[src/rtl/fir_seq_pkg.sv]
// Shared types, sizes and the scale/saturate helper for the FIR MAC sequencer.
// Rounding is selected by FIR_SEQ_ROUND_EN (undefined: truncate toward -inf).
package fir_seq_pkg;

    localparam int NTAPS = 4;
    localparam int DW    = 16;
    localparam int CW    = 16;
    localparam int SHIFT = 16;
    localparam int TAPW  = $clog2(NTAPS);
    localparam int PW    = CW + DW;
    localparam int ACCW  = PW + TAPW;

    typedef enum logic [1:0] {
        IDLE,
        MAC,
        OUT
    } state_t;

    localparam logic signed [ACCW-1:0] SMAX =
        {{(ACCW-DW+1){1'b0}}, {(DW-1){1'b1}}};
    localparam logic signed [ACCW-1:0] SMIN =
        {{(ACCW-DW+1){1'b1}}, {(DW-1){1'b0}}};
`ifdef FIR_SEQ_ROUND_EN
    localparam logic signed [ACCW-1:0] HALF =
        {{(ACCW-SHIFT){1'b0}}, 1'b1, {(SHIFT-1){1'b0}}};
`endif

    function automatic logic signed [DW-1:0] sat_scale(
        input logic signed [ACCW-1:0] acc
    );
        logic signed [ACCW-1:0] r;
`ifdef FIR_SEQ_ROUND_EN
        r = (acc + HALF) >>> SHIFT;
`else
        r = acc >>> SHIFT;
`endif
        if (r > SMAX)
            return SMAX[DW-1:0];
        else if (r < SMIN)
            return SMIN[DW-1:0];
        else
            return r[DW-1:0];
    endfunction

endpackage

[src/rtl/fir_mac_sequencer_sat_scale.sv]
// Combinational accumulator scaling: arithmetic shift, optional round, saturate.
// Rounding behaviour follows FIR_SEQ_ROUND_EN through fir_seq_pkg::sat_scale.
module fir_sat_scale
    import fir_seq_pkg::*;
(
    input  logic signed [ACCW-1:0] acc,
    output logic signed [DW-1:0]   res
);

    assign res = sat_scale(acc);

endmodule

[src/rtl/fir_mac_sequencer.sv]
// Time-multiplexed FIR with one shared multiplier and double-buffered coefficients.
// Build option FIR_SEQ_ROUND_EN selects round-half-up scaling instead of truncation.
module fir_mac_sequencer
    import fir_seq_pkg::*;
(
    input  logic                 i_clk,
    input  logic                 i_rstb,
    input  logic                 i_in_valid,
    output logic                 o_in_ready,
    input  logic signed [DW-1:0] i_in_data,
    output logic                 o_out_valid,
    input  logic                 i_out_ready,
    output logic signed [DW-1:0] o_out_data,
    input  logic                 i_coef_we,
    input  logic [TAPW-1:0]      i_coef_addr,
    input  logic signed [CW-1:0] i_coef_wdata,
    output logic                 o_busy
);

    state_t state, state_nx;

    logic signed [DW-1:0]   dl     [NTAPS];
    logic signed [CW-1:0]   shadow [NTAPS];
    logic signed [CW-1:0]   coef   [NTAPS];
    logic signed [ACCW-1:0] acc;
    logic signed [ACCW-1:0] sum;
    logic signed [ACCW-1:0] prod_x;
    logic signed [PW-1:0]   prod;
    logic signed [DW-1:0]   scaled;
    logic signed [DW-1:0]   out_data;
    logic [TAPW-1:0]        tap;
    logic                   accept;
    logic                   last;

    assign accept = i_in_valid && (state == IDLE);
    assign last   = (tap == TAPW'(NTAPS - 1));

    assign prod   = PW'(dl[tap]) * PW'(coef[tap]);
    assign prod_x = {{TAPW{prod[PW-1]}}, prod};
    assign sum    = acc + prod_x;

    fir_sat_scale u_sat (
        .acc (sum),
        .res (scaled)
    );

    always_comb begin
        state_nx    = state;
        o_in_ready  = 1'b0;
        o_out_valid = 1'b0;
        o_busy      = 1'b1;
        unique case (state)
            IDLE: begin
                o_in_ready = 1'b1;
                o_busy     = 1'b0;
                if (accept)
                    state_nx = MAC;
            end
            MAC: begin
                if (last)
                    state_nx = OUT;
            end
            OUT: begin
                o_out_valid = 1'b1;
                if (i_out_ready)
                    state_nx = IDLE;
            end
            default: state_nx = IDLE;
        endcase
    end

    always_ff @(posedge i_clk or negedge i_rstb) begin
        if (!i_rstb)
            state <= IDLE;
        else
            state <= state_nx;
    end

    // Host writes only touch the shadow bank; the active bank is snapped on accept.
    always_ff @(posedge i_clk or negedge i_rstb) begin
        if (!i_rstb) begin
            for (int k = 0; k < NTAPS; k++)
                shadow[k] <= '0;
        end else if (i_coef_we) begin
            shadow[i_coef_addr] <= i_coef_wdata;
        end
    end

    always_ff @(posedge i_clk or negedge i_rstb) begin
        if (!i_rstb) begin
            for (int k = 0; k < NTAPS; k++) begin
                dl[k]   <= '0;
                coef[k] <= '0;
            end
            acc      <= '0;
            tap      <= '0;
            out_data <= '0;
        end else if (accept) begin
            dl[0] <= i_in_data;
            for (int k = 1; k < NTAPS; k++)
                dl[k] <= dl[k-1];
            for (int k = 0; k < NTAPS; k++)
                coef[k] <= shadow[k];
            acc <= '0;
            tap <= '0;
        end else if (state == MAC) begin
            acc <= sum;
            tap <= tap + 1'b1;
            if (last)
                out_data <= scaled;
        end
    end

    assign o_out_data = out_data;

endmodule

[config.mk]
export PLATFORM = sky130hd
export DESIGN_NAME = fir_mac_sequencer
export DESIGN_NICKNAME = d
export VERILOG_FILES = /design/src/rtl/fir_seq_pkg.sv /design/src/rtl/fir_mac_sequencer_sat_scale.sv /design/src/rtl/fir_mac_sequencer.sv
export SDC_FILE = /design/constraint.sdc
export NUM_CORES = 1
export LEC_CHECK = 0
export ABC_CLOCK_PERIOD_IN_PS = 7400
export BUFFER_PORTS_ARGS = -buffer_cell sky130_fd_sc_hd__buf_4
export CAP_MARGIN = 40
export CORE_UTILIZATION = 40
export DETAILED_ROUTE_END_ITERATION = 10
export PLACE_DENSITY = 0.64
export SYNTH_ARGS = -nofsm -noshare
export SYNTH_HDL_FRONTEND = slang
export SYNTH_SLANG_ARGS = --single-unit
[constraint.sdc]
create_clock -name i_clk -period 7.4 [get_ports i_clk]
set_input_delay 1.11 -clock i_clk [delete_from_list [all_inputs] [get_ports i_clk]]
set_output_delay 1.11 -clock i_clk [all_outputs]
set_load 0.01 [all_outputs]
==> metrics.csv <==
metric,value,unit
placeableCoreArea,53810,um2
syn_nets,2758,
overflow,0,
routed_wl,56200,um
die-area,55320,um2
dpl.hpwl,43190,um
synth_edf_count,0,
synth.area.top_cells,"dfrtp_1 28%, fa_1 28%, nand2_1 10%, inv_1 6.1%, ha_1 5.9%",
routabilityCongestion,0.9350,
relSlewSlack,0.4256,
setup-tns-final,-55.86,ps
cts_hold_buf,0,
reg2reg_from,tap[1],
cts_max_path_buffers,3,
synth_top_area_share,0.2830,
fmax,134.1,MHz
nFillCells,5009,
grtUsageTotal,0.2102,
status,"finished, violations left",
grt_max_degree,85,
yosysMostFrequentCell,nand2_1,
fp-row-count,85,
nNetsFinal,2986,
antenna_cells,0,
drt_pass1_iterations,9,
slowest_stage,fa_1,
period_share,1.008,
vias,16420,
startpoint_type,flop,
syn-cell-area,21750,um2
synthToLayoutAreaGrowth,20.75,%
critPathMostFrequentCell,fa_1,
antenna_left,0,
final_cells,3258,
cp_data_required_time,7910,ps
grt_pass1_wl,92670,um
syn_inst,2311,
fin_ws,-55.86,ps
rsz0062_at_grt,true,
period_minus_slack,7456,ps
clock_latency,600,ps
r2r_end,o_out_data[10],
skew,28.37,ps
via_per_inst,5.041,
dp.cells,3168,
endpoint_kind,flop,
crit_type,reg -> reg,
antenna_found_initial,0,
hold_path_class,reg -> reg,
cp-endpoint,o_out_data[10],
pin_count,58,
r2r_cells,29,
synth_area_per_cell,9.412,um2
ys_ff_latch,246,
clockRootBuffer,clkbuf_16,
die_h,235.2,um
violations,"design-rule violations, negative setup slack",
path_clk_slew,60,ps
start_util,0.4042,
cts_num_sinks,246,
crit_fanout,25,
maxCapViolations,0,
cts_tree,built,
synth_area_leader_cell,dfrtp_1,
crit_path_start,tap[1],
async_reset_ff_frac,1.000,
post-route-util,0.4881,
r2r_slack,-60,ps
ys_seq_area_frac,0.2830,
post_drt_wl_per_cell,17.25,um
drc,2,
hold_ws,449.8,ps
portBuffers,57,
numCtsBuffers,29,
grt_pass1_vias,17680,
die_w,235.2,um
synth_cell_types,61,
synthTopCellsByCount,"596 x nand2_1, 356 x inv_1, 305 x fa_1",
setup_viol,1,
yosys_warnings,0,
critPathArrivalTime,7970,ps
worst_pin_slew,861.6,ps
slowest_delay,510,ps
ys.flop_type,dfrtp_1,
hold_viol_final,0,
slew_violations,0,
drt_iter0_drc,1062,
cts_max_level,1,
layout-drive-gt1-share,0.2069,
-- cell usage in the layout, fill, tap and decap left out, types with 6 or more instances in the layout --
cell type,synthesis,final
mux2_2,87,87
o211ai_1,6,6
nand2_1,596,590
buf_4,0,256
fa_1,305,293
xnor2_1,22,20
nand3_1,34,33
o21a_1,22,12
o21ai_1,31,32
dfrtp_1,246,244
fa_2,0,12
nor2_1,138,135
buf_8,0,8
mux4_2,7,10
o21ai_0,63,55
nand2b_1,10,8
a21oi_2,6,8
o21a_4,0,6
and2_1,25,23
a21oi_1,30,27
nor2b_1,11,10
xor2_1,12,11
buf_12,0,23
clkinv_2,0,7
a211oi_1,6,6
ha_1,103,97
nor3_1,7,6
o21ai_2,0,6
a21o_1,11,11
inv_1,356,355
mux2i_1,24,23
clkbuf_8,0,6
clkbuf_16,0,29
-- flip-flops by register name, indices dropped and copies added, names as in the netlist --
register	flops
coef	64
o_out_data	16
tap	2
acc	34
state	2
dl	64
shadow	64
-- cell type report --
| class | count | area [um2] | area share |
|---|---|---|---|
| multi-input combinational | 1611 | 14240 | 0.5423 |
| inverter | 356 | 1336 | 0.05087 |
| tap | 696 | 870.8 | 0.03315 |
| sequential | 246 | 6158 | 0.2345 |
| clock buffer | 37 | 815.8 | 0.03106 |
| clock inverter | 17 | 200.2 | 0.007622 |
| timing repair buffer | 295 | 2641 | 0.1006 |
-- metal layers --
layer / share of wire / GRT usage / wire (um) / up-vias
met2: 0.51 / 0.3770 / 28510 / 359
met1: 0.42 / 0.2718 / 23700 / 8389
li1: - / - / - / 7596
met4: 0.029 / 0.05502 / 1607 / 0
met3: 0.042 / 0.01876 / 2373 / 78
met5: 0 / 0 / 0 / -
-- stage by stage --
step / setup WS [ps] / area (um2)
2_1_floorplan: -52.29 / 21760
3_3_place_gp: -370.1 / 24330
3_5_place_dp: -281.4 / 24510
4_1_cts: 6.048 / 25620
5_1_grt: -257.1 / 26270
6_report: -55.86 / 26270
-- how the worst min path moves through the flow --
stage                           to  depth (start not counted)  startpoint  slack [ps]
final                     coef[17]                          2  shadow[17]         450
after global routing      coef[32]                          2  shadow[32]         480
after CTS                 coef[17]                          2  shadow[17]         460
after detailed placement  coef[39]                          2  shadow[39]         450
after global placement     coef[5]                          2   shadow[5]         440
after floorplan            coef[0]                          2   shadow[0]         430
-- worst max-delay path: cells and delay by family (launching register included) --
kind	cells	cell delay [ps]
AOI/OAI and AO/OA	4	1090
DFF	1	440
and+or+nand+nor	7	1160
adders and majority gates	7	3150
muxes	1	270
buffers and inverters	10	1220
-- logic make-up (layout without fill, tap and decap cells) --
family / Yosys count / in the layout / synth area share
buffers and inverters: 455 / 705 / 0.07990
adder cells (fa/ha/maj): 408 / 408 / 0.3399
AO/OA/AOI/OAI: 202 / 202 / 0.05718
flip-flops: 246 / 246 / 0.2830
AND/OR/NAND/NOR: 842 / 842 / 0.1566
XOR/XNOR: 36 / 36 / 0.01519
multiplexers: 122 / 123 / 0.06816
-- what timing repair did --
item,4_1_cts,5_1_grt
resized for setup,19,88
setup buffers,4,31
cloned,0,1
endpoints found under the setup margin,18,24
pin swaps,3,22
endpoints found under the hold margin,0,0
Power is not shown: default switching activity piles up to over one toggle a cycle in this logic, so the estimate is an artifact.
